<file path="src/rtl/serial_adder_ctrl_pkg.sv">
// Shared definitions for the bit-serial datapath blocks (adder, multiplier, shifter).
package serial_adder_ctrl_pkg;

    // Sequencer states shared by the serial blocks
    typedef enum logic [1:0] {
        IDLE = 2'd0,
        RUN  = 2'd1,
        DONE = 2'd2
    } ser_state_t;

    // Bit-counter width: wide enough to hold WIDTH-1 with one spare bit, so no wrap inside an op
    function automatic int cnt_width(input int width);
        return $clog2(width) + 1;
    endfunction

endpackage

</file>
<file path="src/rtl/serial_adder_ctrl_fa_bit.sv">
// 1-bit full adder cell driven one bit per clock by the serial sequencer.
module fa_bit (
    input  logic A,
    input  logic B,
    input  logic C,
    output logic S,
    output logic Cout
);

    // Sum and carry from the three input bits
    always @(A or B or C) begin
        S    = A ^ B ^ C;
        Cout = (A & B) | (C & (A ^ B));
    end

endmodule

</file>
<file path="src/rtl/serial_adder_ctrl.sv">
// Bit-serial WIDTH-bit adder: shifts operands LSB-first through one full-adder cell,
// collects the sum bits MSB-first into an accumulator and publishes the word on completion.
module serial_adder_ctrl
    import serial_adder_ctrl_pkg::*;
#(
    parameter int WIDTH = 8
) (
    input  logic             clk,
    input  logic             rst_n,
    input  logic             start,
    input  logic [WIDTH-1:0] a,
    input  logic [WIDTH-1:0] b,
    input  logic             cin,
    output logic             busy,
    output logic             done,
    output logic [WIDTH-1:0] sum,
    output logic             cout
);

    localparam int            CW   = cnt_width(WIDTH);
    localparam logic [CW-1:0] LAST = CW'(WIDTH - 1);

    ser_state_t     state, state_nxt;
    logic           load;
    logic [WIDTH-1:0] sa, sb, acc, acc_nxt;
    logic           carry;
    logic [CW-1:0]  cnt;
    logic           fa_s, fa_cout;

    fa_bit u_fa (
        .A    (sa[0]),
        .B    (sb[0]),
        .C    (carry),
        .S    (fa_s),
        .Cout (fa_cout)
    );

    // New sum bit enters at the MSB; after WIDTH steps bit 0 holds the first-computed LSB
    generate
        if (WIDTH == 1) begin : g_acc_w1
            assign acc_nxt = fa_s;
        end else begin : g_acc_wn
            assign acc_nxt = {fa_s, acc[WIDTH-1:1]};
        end
    endgenerate

    assign busy = (state == RUN);
    assign done = (state == DONE);

    // State register
    always_ff @(posedge clk or negedge rst_n) begin
        if (!rst_n) state <= IDLE;
        else        state <= state_nxt;
    end

    // Next state and operand-load request; start is only honoured outside RUN
    always_comb begin
        state_nxt = state;
        load      = 1'b0;
        case (state)
            IDLE: begin
                if (start) begin
                    load      = 1'b1;
                    state_nxt = RUN;
                end
            end
            RUN: begin
                if (cnt == LAST) state_nxt = DONE;
            end
            DONE: begin
                if (start) begin
                    load      = 1'b1;
                    state_nxt = RUN;
                end else begin
                    state_nxt = IDLE;
                end
            end
            default: state_nxt = IDLE;
        endcase
    end

    // Datapath: operand capture, serial shift/accumulate, result publish on the last step
    always_ff @(posedge clk or negedge rst_n) begin
        if (!rst_n) begin
            sa    <= '0;
            sb    <= '0;
            acc   <= '0;
            carry <= 1'b0;
            cnt   <= '0;
            sum   <= '0;
            cout  <= 1'b0;
        end else if (load) begin
            sa    <= a;
            sb    <= b;
            carry <= cin;
            acc   <= '0;
            cnt   <= '0;
        end else if (state == RUN) begin
            sa    <= sa >> 1;
            sb    <= sb >> 1;
            acc   <= acc_nxt;
            carry <= fa_cout;
            cnt   <= cnt + CW'(1);
            if (cnt == LAST) begin
                sum  <= acc_nxt;
                cout <= fa_cout;
            end
        end
    end

endmodule

</file>
<file path="config.mk">
export PLATFORM = sky130hd
export DESIGN_NAME = serial_adder_ctrl
export DESIGN_NICKNAME = d
export VERILOG_FILES = /design/src/rtl/serial_adder_ctrl_pkg.sv /design/src/rtl/serial_adder_ctrl_fa_bit.sv /design/src/rtl/serial_adder_ctrl.sv
export SDC_FILE = /design/constraint.sdc
export NUM_CORES = 1
export LEC_CHECK = 0
export ABC_AREA = 1
export BUFFER_PORTS_ARGS = -buffer_cell sky130_fd_sc_hd__clkbuf_2
export CAP_MARGIN = 20
export CORE_UTILIZATION = 45
export CTS_CLUSTER_SIZE = 30
export DETAILED_ROUTE_END_ITERATION = 10
export GPL_ROUTABILITY_DRIVEN = 0
export PLACE_DENSITY_LB_ADDON = 0.08
export SLEW_MARGIN = 20
export SYNTH_ARGS = -nofsm -noshare
export SYNTH_HDL_FRONTEND = slang
export SYNTH_HIERARCHICAL = 1
export SYNTH_SLANG_ARGS = --single-unit
export TNS_END_PERCENT = 20
</file>
<file path="constraint.sdc">
create_clock -name clk -period 2.7 [get_ports clk]
set_clock_uncertainty 0.15 [all_clocks]
set_input_delay 0.135 -clock clk [delete_from_list [all_inputs] [get_ports clk]]
set_output_delay 0.135 -clock clk [all_outputs]
set_load 0.05 [all_outputs]
</file>
Word level (Yosys, flattened, before mapping):

Cells that the tools add are included.

* bits in registers: 40
* input port bits: 20
* output and inout port bits: 11
* logic and storage cells: 41

* add/sub/neg operators: 1
* eq/ne operators: 5
* mux-type cells: 16
* bitwise logic cells: 6
* reductions and logical operators: 5

Operators with widths (count)
* $mux W8: 6
* $mux W4: 2
* $pmux W2 S3: 1
* $mux W1: 5
* $add A4 B1 Y4 const B: 1
* $eq A4 B3 Y1 const B: 1
* $mux W2: 2
* $reduce_and A3 Y1: 1
* $and A1 B1 Y1: 2
* $eq A2 B1 Y1 const B: 1
* $eq A2 B2 Y1 const B: 1
* $logic_not A2 Y1: 1
* $ne A2 B1 Y1 const B: 1
* $ne A2 B2 Y1 const B: 1
* $reduce_and A2 Y1: 1
* $reduce_bool A2 Y1: 1
* $reduce_or A2 Y1: 1
* $xor A1 B1 Y1: 2
* $not A1 Y1: 1
* $or A1 B1 Y1: 1

Longest topological paths before layout:

Gate-level depths: netlist of run 1.

* word-level depth: 5
* depth in mapped cells: 7
* gate-level depth less buffers: 6

Hierarchy:

The synthesis of run 1 kept the hierarchy.

By module, submodules not included
* serial_adder_ctrl: times used 1, cells each 199, area an instance 1741.7 um^2, seq. area each 975.9 um^2
* fa_bit: times used 1, cells each 1, area an instance 20.0 um^2, seq. area each 0.0 um^2

Least setup slack after synthesis of run 1:

Ideal clock, no wire load.

* path kind: register to output
* start: reg state[1]
* end: out done
* data arrival time: 1086 ps
* data required time: 2415 ps
* path slack: 1329 ps
* stages on the path, launching flop included: 3
* path buffers: 0
* path through: dfrtp_1 > inv_1 > nor2_1

* word-level cells in the longest chain between the ends: 1

RTL lines
* start, declared: line serial_adder_ctrl.sv:23 `ser_state_t state, state_nxt;`
* start signal, assigned: line serial_adder_ctrl.sv:53 `else state <= state_nxt;`
* $eq A2 B2 Y1: line serial_adder_ctrl.sv:48 `assign done = (state == DONE);`
* end, declared: line serial_adder_ctrl.sv:15 `output logic done,`

Every way passes these cells.

Final worst setup path of run 1:

* start: reg state[0]
* end: out busy

* word-level cells in the longest chain between the ends: 1

RTL lines
* $eq A2 B1 Y1: line serial_adder_ctrl.sv:47 `assign busy = (state == RUN);`
* end, declared: line serial_adder_ctrl.sv:14 `output logic busy,`

Every way passes these cells.

==> run_results.csv, run 1 <==
group,metric,value,unit
yosys,postSynthCellCount,200,
finish,final_cell_mix,"nand2_1 (89), dfrtp_1 (39), clkbuf_2 (30), inv_1 (18), dlygate4sd3_1 (15)",
timing,tns,0,ns
setup_path,cp_cell_sequence,"inv_2 -> nor2_4 -> clkbuf_2",
finish,areaGrowthSynthToFinish,22.8,%
grt,grt_pass1_wl,5970,µm
yosys,syn-cell-area,1760,µm²
finish,drive_gt1_share,22.8,%
grt,grt_use_total,19.2,%
clock_network,clock_sinks,39,
run_status,status,"completed",
setup_path,cp-start-kind,"flop",
floorplanning,placementRows,22,
hold_path,hp-start,"a[5]",
detailed_routing,avgRoutedWirePerCell,11.5,µm
finish,fin_nets,267,
setup_path,worst_path_largest_cell_delay,0.43,ns
floorplanning,die_w,64.6,µm
detailed_routing,ant_nets,0,
setup_path,path_buf_inv,2,
yosys,synth_warnings,6,
placement,place_hpwl,2330,µm
setup_path,end_kind,"output port",
setup_path,cpMaxStageDelayCell,"dfrtp_1",
setup_path,cp_top_family,"buffers and inverters",
finish,utilization,58.2,%
yosys,synth_nets,222,
setup_path,crit_path_max_fanout,13,
yosys,synth_cell_types,19,
timing,worst_slew_pin_slew,0.932,ns
grt,grt_overflow_total,0,
placement,numPortBuffers,30,
setup_path,path_class,"flop to output port",
timing,fin_crit,1.75,ns
detailed_routing,drc,0,
yosys,synth-seq-cells,39,
floorplanning,io_pins,31,
setup_path,r2r_start,"state[0]",
finish,diodes,0,
clock_network,cts_buffers,5,
placement,placed_area,1910,µm²
clock_network,cts_tree,"built",
yosys,syn_avg_cell_area,8.81,µm²
timing,rsz0062_at_grt,"false",
setup_path,cp.required,2.41,ns
yosys,yosysSeqAreaShare,55.4,%
floorplanning,start_util,47.4,%
finish,layout_commonest_cell,"nand2_1",
pwr,power_density,1190,nW/µm²
grt,grt_max_degree,40,
clock_network,cts-root-buf,"clkbuf_8",
timing,hold_violations,0,
grt,grt_antenna_before_repair,0,
timing,finalSetupViolCount,0,
grt,grt_pass1_vias,1399,
pwr,finalPower,2.58,mW
placement,place_inst,271,
finish,finalInstanceArea,2160,µm²
setup_path,worstPathArrival,1.46,ns
floorplanning,die_area,4170,µm²
detailed_routing,finalWirelength,3380,µm
job,maxCapViolCount,0,
timing,slew-limit-headroom,37.8,%
detailed_routing,drt_iter0_markers,65,
pwr,vdd_drop_max,0.554,mV
timing,max_freq,0.572,GHz
detailed_routing,via_count,1405,
timing,fin_crit_sh,64.8,%
pwr,leakagePower,1.18,nW
finish,final_cells,294,
timing,report.final.slew_viol_count,0,
clock_network,htreeDepth,2,
floorplanning,die-height,64.6,µm
clock_network,ctsLongestPathBuffers,2,
setup_path,startpoint,"state[0]",
clock_network,clkTransAtPathRegs,0.07,ns
floorplanning,core_area,3720,µm²
detailed_routing,first_pass_iters,4,
clock_network,clock_latency,0.29,ns
detailed_routing,viasPerCell,4.78,
hold_path,hp-class,"input pin to flop",
-- sequential cells by signal, indices dropped and copies added (netlist names) --
name	flops
sa	8
sb	8
sum	8
acc	7
cnt	4
state	2
carry	1
cout	1
-- cell type report --
| cell class | count | area, µm² |
|---|---|---|
| Multi-Input combinational cell | 134 | 652 |
| Fill cell | 354 | 1550 |
| Sequential cell | 39 | 976 |
| Clock buffer | 8 | 100 |
| Timing Repair Buffer | 45 | 300 |
| Inverter | 20 | 75.1 |
| Tap cell | 48 | 60.1 |
-- layer usage --
| metal | up-vias | track usage, % | part of all wire (%) |
|---|---|---|---|
| li1 | 707 | - | - |
| met4 | 0 | 7.22 | 1.0 |
| met5 | - | 0 | 0 |
| met1 | 667 | 21.7 | 45 |
| met2 | 27 | 33.4 | 51 |
| met3 | 4 | 6.34 | 3.7 |
-- synth_stat cells (all sizes together) --
master | count | area share, %
nand2 | 93 | 21
dfrtp | 39 | 55
inv | 20 | 4.3
nand3 | 12 | 3.4
o21ai | 12 | 5.5
buf | 7 | 3.3
nor2 | 7 | 2.2
o22ai | 7 | 2.5
a21oi | 1 | 0.28
fa | 1 | 1.1
ha | 1 | 0.71
-- worst min-delay path: stages --
cell	delay [ns]
clkbuf_2	0.08
nand2_1	0.05
nand2_1	0.05
nand2_1	0.04
nand2_1	0.05
-- metrics by stage --
| step | setup WS [ns] | hold slack [ns] |
|---|---|---|
| final | 0.951 | 0.00902 |
| after global routing | 0.859 | 0.0310 |
| after CTS | 0.933 | 0.00409 |
| after detailed placement | 1.12 | 0.176 |
| after global placement | 1.15 | 0.176 |
| after floorplan | 1.33 | -0.311 |
-- repair_timing --
item | 4_1_cts | 5_1_grt
gates resized for setup | 0 | 0
hold buffers | 15 | 0
setup buffers | 0 | 0
hold endpoints to repair | 53 | 0
-- path summary, 6_finish.rpt --
path / endpoint / slack, ns / cells past startpoint
worst max-delay path: busy / 0.95 / 3
worst min-delay path: sa[5] / 0.009 / 5
worst max register to register: sb[1] / 1.13 / 4
worst min register to register: sa[7] / 0.33 / 2
max in group asynchronous: sum[6] / 1.45 / 2
min in group asynchronous: sum[3] / 0.37 / 2
-- report_power, final --
part | switching (mW) | leakage [nW] | total, mW | internal, mW
combinational | 0.834 | 0.629 | 1.18 | 0.342
sequential | 0.142 | 0.495 | 0.981 | 0.839
clock | 0.187 | 0.0515 | 0.420 | 0.233
-- logic make-up (layout without fill, tap and decap cells) --
family / Yosys count / after routing / synth area share (%)
AND/OR/NAND/NOR: 112 / 112 / 26.8
adder cells (fa/ha/maj): 2 / 2 / 1.85
AO/OA/AOI/OAI: 20 / 20 / 8.31
flip-flops: 39 / 39 / 55.4
buffers and inverters: 27 / 73 / 7.60
Note: power is estimated with default switching activity, not from simulation.
==> run 2: changes to the inputs <==
Clock period 2.7 ns to 1.8 ns, I/O delays scaled along.
==> run_results.csv, run 2 (synthesis gave the netlist of run 1 again) <==
group,metric,value,unit
pwr,internal_power,2.09,mW
timing,report.final.slew_viol_count,0,
pwr,leakagePower,1.20,nW
finish,diodes,0,
detailed_routing,via_count,1425,
job,maxCapViolCount,0,
clock_network,cts_tree,"built",
grt,grt_antenna_before_repair,0,
clock_network,cts_buffers,5,
clock_network,post_cts_buffers,0,
timing,rsz0062_at_grt,"false",
finish,nFillCells,361,
finish,final_cells,301,
finish,layout_commonest_cell,"nand2_1",
pwr,clock_power_share,14.2,%
timing,finalSetupViolCount,0,
placement,placed_area,1940,µm²
grt,grt_max_degree,40,
clock_network,htreeDepth,2,
finish,utilization,59.3,%
pwr,sw_frac_of_total,45.9,%
timing,slew-limit-headroom,67.9,%
detailed_routing,ant_nets,0,
clock_network,clock_sinks,39,
detailed_routing,drt_iter0_markers,67,
floorplanning,die_w,64.6,µm
hold_path,hp-class,"input pin to flop",
setup_path,path_class,"flop to flop",
setup_path,cpMaxStageDelayCell,"dfrtp_1",
pwr,share_seq_of_total_power,38.1,%
timing,fin_crit_sh,83.3,%
floorplanning,io_pins,31,
timing,hold_violations,0,
placement,place_inst,275,
grt,grt_use_total,20.3,%
timing,max_freq,0.667,GHz
placement,numPortBuffers,30,
pwr,vdd_drop_max,0.750,mV
pwr,power_density,1750,nW/µm²
placement,dp_worst_setup_slack,0.298,ns
finish,finalInstanceArea,2200,µm²
grt,grt_overflow_total,0,
floorplanning,start_util,47.4,%
clock_network,cts-root-buf,"clkbuf_8",
timing,worst_slew_pin_slew,0.482,ns
pwr,finalPower,3.87,mW
floorplanning,placementRows,22,
setup_path,end_kind,"flop",
detailed_routing,viasPerCell,4.73,
setup_path,worst_path_largest_cell_delay,0.43,ns
finish,largest_registers,"sa (8), sb (8), sum (8)",
detailed_routing,drc,0,
setup_path,cp.required,1.83,ns
setup_path,cp_top_family,"simple AND/OR/NAND/NOR gates",
detailed_routing,avgRoutedWirePerCell,11.9,µm
clock_network,clkTransAtPathRegs,0.07,ns
finish,final_cell_mix,"nand2_1 (89), dfrtp_1 (39), clkbuf_2 (30), inv_1 (18), dlygate4sd3_1 (18)",
finish,fin_nets,274,
setup_path,worstPathArrival,1.52,ns
setup_path,path_buf_inv,2,
finish,areaGrowthSynthToFinish,25.1,%
setup_path,cp-start-kind,"flop",
detailed_routing,finalWirelength,3580,µm
placement,place_hpwl,2420,µm
detailed_routing,first_pass_iters,4,
floorplanning,die-height,64.6,µm
floorplanning,die_area,4170,µm²
timing,fin_crit,1.50,ns
timing,fin_hold_ws,0.0528,ns
timing,worst_slack,0.301,ns
run_status,status,"completed",
finish,drive_gt1_share,23.3,%
clock_network,ctsLongestPathBuffers,2,
floorplanning,core_area,3720,µm²
grt,grt_pass1_wl,6320,µm
setup_path,crit_path_max_fanout,16,
setup_path,cp_cell_sequence,"inv_2 -> nand2_4 -> nand2_4 -> inv_2 -> nand2_1 -> o21ai_2",
pwr,switchingPower,1.78,mW
pwr,p_comb_share,47.7,%
timing,tns,0,ns
grt,grt_pass1_vias,1465,
clock_network,clock_latency,0.28,ns
==> run 2: repair_timing <==
| item | in CTS | in global routing |
|---|---|---|
| gates resized for setup | 0 | 0 |
| hold buffers | 18 | 0 |
| hold endpoints to repair | 56 | 0 |
==> run 2: final cells by class <==
class	count	area [µm²]	share of cell area (%)
Sequential cell	39	976	44.3
Multi-Input combinational cell	134	652	29.6
Timing Repair Buffer	52	360	16.3
Clock buffer	7	76.3	3.46
Inverter	20	75.1	3.41
Tap cell	48	60.1	2.72
Clock inverter	1	5.00	0.227
==> run 2: power by group through the flow <==
stage	clock network [mW]	logic, mW	registers, mW
2_1_floorplan	0	1.13	1.78
3_3_place_gp	0	1.78	1.47
3_5_place_dp	0	1.83	1.49
4_1_cts	0.572	1.87	1.48
5_1_grt	0.610	2.05	1.52
6_report	0.549	1.84	1.47
==> run 2: path summary, 6_finish.rpt <==
| path | startpoint | slack [ns] | end | cells past startpoint |
|---|---|---|---|---|
| hold reg to reg | sb[7] | 0.33 | sb[7] | 2 |
| hold / removal | start | 0.05 | state[0] | 3 |
| setup / recovery | state[0] | 0.30 | cnt[2] | 6 |
| setup reg to reg | state[0] | 0.30 | cnt[2] | 6 |
| max in group asynchronous | rst_n | 0.93 | sb[1] | 3 |
| min in group asynchronous | rst_n | 0.24 | acc[4] | 3 |
==> run 2: layer usage <==
layer  share of wire [%]  track usage [%]  vias to the layer above
met1                  44             23.1                      671
met2                  52             37.1                       26
met3                 2.4             4.23                        5
met4                 1.2             7.50                        0
li1                    -                -                      723
met5                   0                0                        -
==> run 2: worst min-delay path: cells and delay by family <==
kind	cells	cell delay, ns
compound gates	1	0.11
buf+inv	1	0.11
simple gates	1	0.13
==> run 3: changes to the inputs <==
Clock period 1.8 ns to 1.55 ns, I/O delays scaled along.
==> run_results.csv, run 3 (synthesis gave the netlist of run 1 again) <==
group,metric,value,unit
clock_network,cts_tree,"built",
timing,finalSetupViolCount,0,
finish,final_cell_mix,"nand2_1 (89), dfrtp_1 (38), clkbuf_2 (29), dlygate4sd3_1 (19), inv_1 (18)",
setup_path,cp-start-kind,"flop",
setup_path,r2r_start,"cnt[0]",
timing,rsz0062_at_grt,"false",
clock_network,ctsLongestPathBuffers,2,
timing,report.final.slew_viol_count,0,
setup_path,r2r-end,"sum[4]",
finish,finalInstanceArea,2270,µm²
grt,use_met1,24.1,%
finish,utilization,61.0,%
finish,fin_nets,278,
grt,grt_busiest_layer,"met2",
timing,fin_crit_sh,93.3,%
setup_path,reg2regPathDepth,6,
detailed_routing,ant_nets,0,
setup_path,crit_path_max_fanout,5,
setup_path,cp.required,1.32,ns
clock_network,clock_sinks,39,
clock_network,cts-root-buf,"clkbuf_8",
timing,fin_crit,1.45,ns
placement,placed_area,1970,µm²
floorplanning,core_area,3720,µm²
grt,grt_use_met3,3.70,%
clock_network,clock_latency,0.28,ns
finish,areaGrowthSynthToFinish,28.8,%
clock_network,cts_buffers,5,
floorplanning,die_w,64.6,µm
floorplanning,placementRows,22,
setup_path,worstPathArrival,1.22,ns
placement,dp_worst_setup_slack,0.137,ns
grt,grt_overflow_total,0,
placement,place_hpwl,2370,µm
setup_path,path_class,"flop to output port",
clock_network,clkTransAtPathRegs,0.07,ns
detailed_routing,finalWirelength,3480,µm
finish,largest_registers,"sa (8), sb (8), sum (8)",
timing,worst_slack,0.103,ns
grt,grt_max_degree,22,
timing,hold_violations,0,
pwr,power_density,2020,nW/µm²
grt,grt_pass1_wl,6240,µm
floorplanning,start_util,47.4,%
grt,met2_usage,34.5,%
floorplanning,io_pins,31,
detailed_routing,viasPerCell,4.74,
pwr,leakagePower,1.22,nW
detailed_routing,avgRoutedWirePerCell,11.5,µm
hold_path,hp-class,"input pin to async pin",
grt,grt_pass1_vias,1432,
timing,slew-limit-headroom,65.7,%
finish,diodes,0,
grt,grt_antenna_before_repair,0,
run_status,status,"completed",
timing,max_freq,0.691,GHz
floorplanning,die_area,4170,µm²
detailed_routing,drc,0,
clock_network,htreeDepth,2,
setup_path,end_kind,"output port",
job,maxCapViolCount,0,
timing,worst_slew_pin_slew,0.515,ns
floorplanning,die-height,64.6,µm
grt,grt_use_total,19.9,%
finish,layout_commonest_cell,"nand2_1",
detailed_routing,first_pass_iters,4,
setup_path,rrSetupSlack,0.13,ns
timing,tns,0,ns
finish,drive_gt1_share,24.3,%
timing,fin_hold_ws,0.145,ns
detailed_routing,drt_iter0_markers,68,
pwr,vdd_drop_max,0.825,mV
detailed_routing,via_count,1437,
placement,numPortBuffers,30,
[run 3: area by class of cell]
type	instances	area (µm²)
clock buffer	6	72.6
fill	340	1450
inverter	20	75.1
multi-input combinational	134	657
sequential	39	977
tap	48	60.1
timing repair buffer	56	427
[run 3: worst max-delay path, stage by stage (launching register included)]
cell and delay (ns):
dfrtp_2 0.41, inv_2 0.08, nor2_4 0.22, clkbuf_8 0.23
[run 3: worst max-delay path by stage]
| stage | startpoint | end | slack (ns) |
|---|---|---|---|
| 4_1_cts | state[0] | busy | 0.04 |
| 3_5_place_dp | cnt[0] | sum[1] | 0.14 |
| 2_1_floorplan | sa[0] | acc[7] | 0.23 |
| 6_report | state[0] | busy | 0.10 |
| 5_1_grt | cnt[0] | sum[3] | 0.02 |
| 3_3_place_gp | cnt[0] | sum[7] | 0.17 |
[run 3: timing repair]
action,in CTS,in global routing
gates resized for setup,2,2
setup endpoints to repair,1,10
pin swaps,0,1
hold buffers,19,0
buffers inserted,0,1
endpoints found under the hold margin,57,0
[run 3: report_power, final]
group          internal [mW]  switching (mW)
sequential              1.46           0.250
clock                  0.300           0.318
combinational          0.762            1.48
total                   2.53            2.05
[run 3: per-layer routing]
layer / wire length, µm / part of all wire (%)
met1: 1600 / 46
met4: 41 / 1.2
met2: 1690 / 48
met3: 153 / 4.4
met5: 0 / 0
[run 3: through the flow]
stage	cells	total power, mW
after global placement	277	3.79
after floorplan	200	3.38
final	303	4.58
after global routing	303	4.96
after CTS	302	4.55
after detailed placement	277	3.85
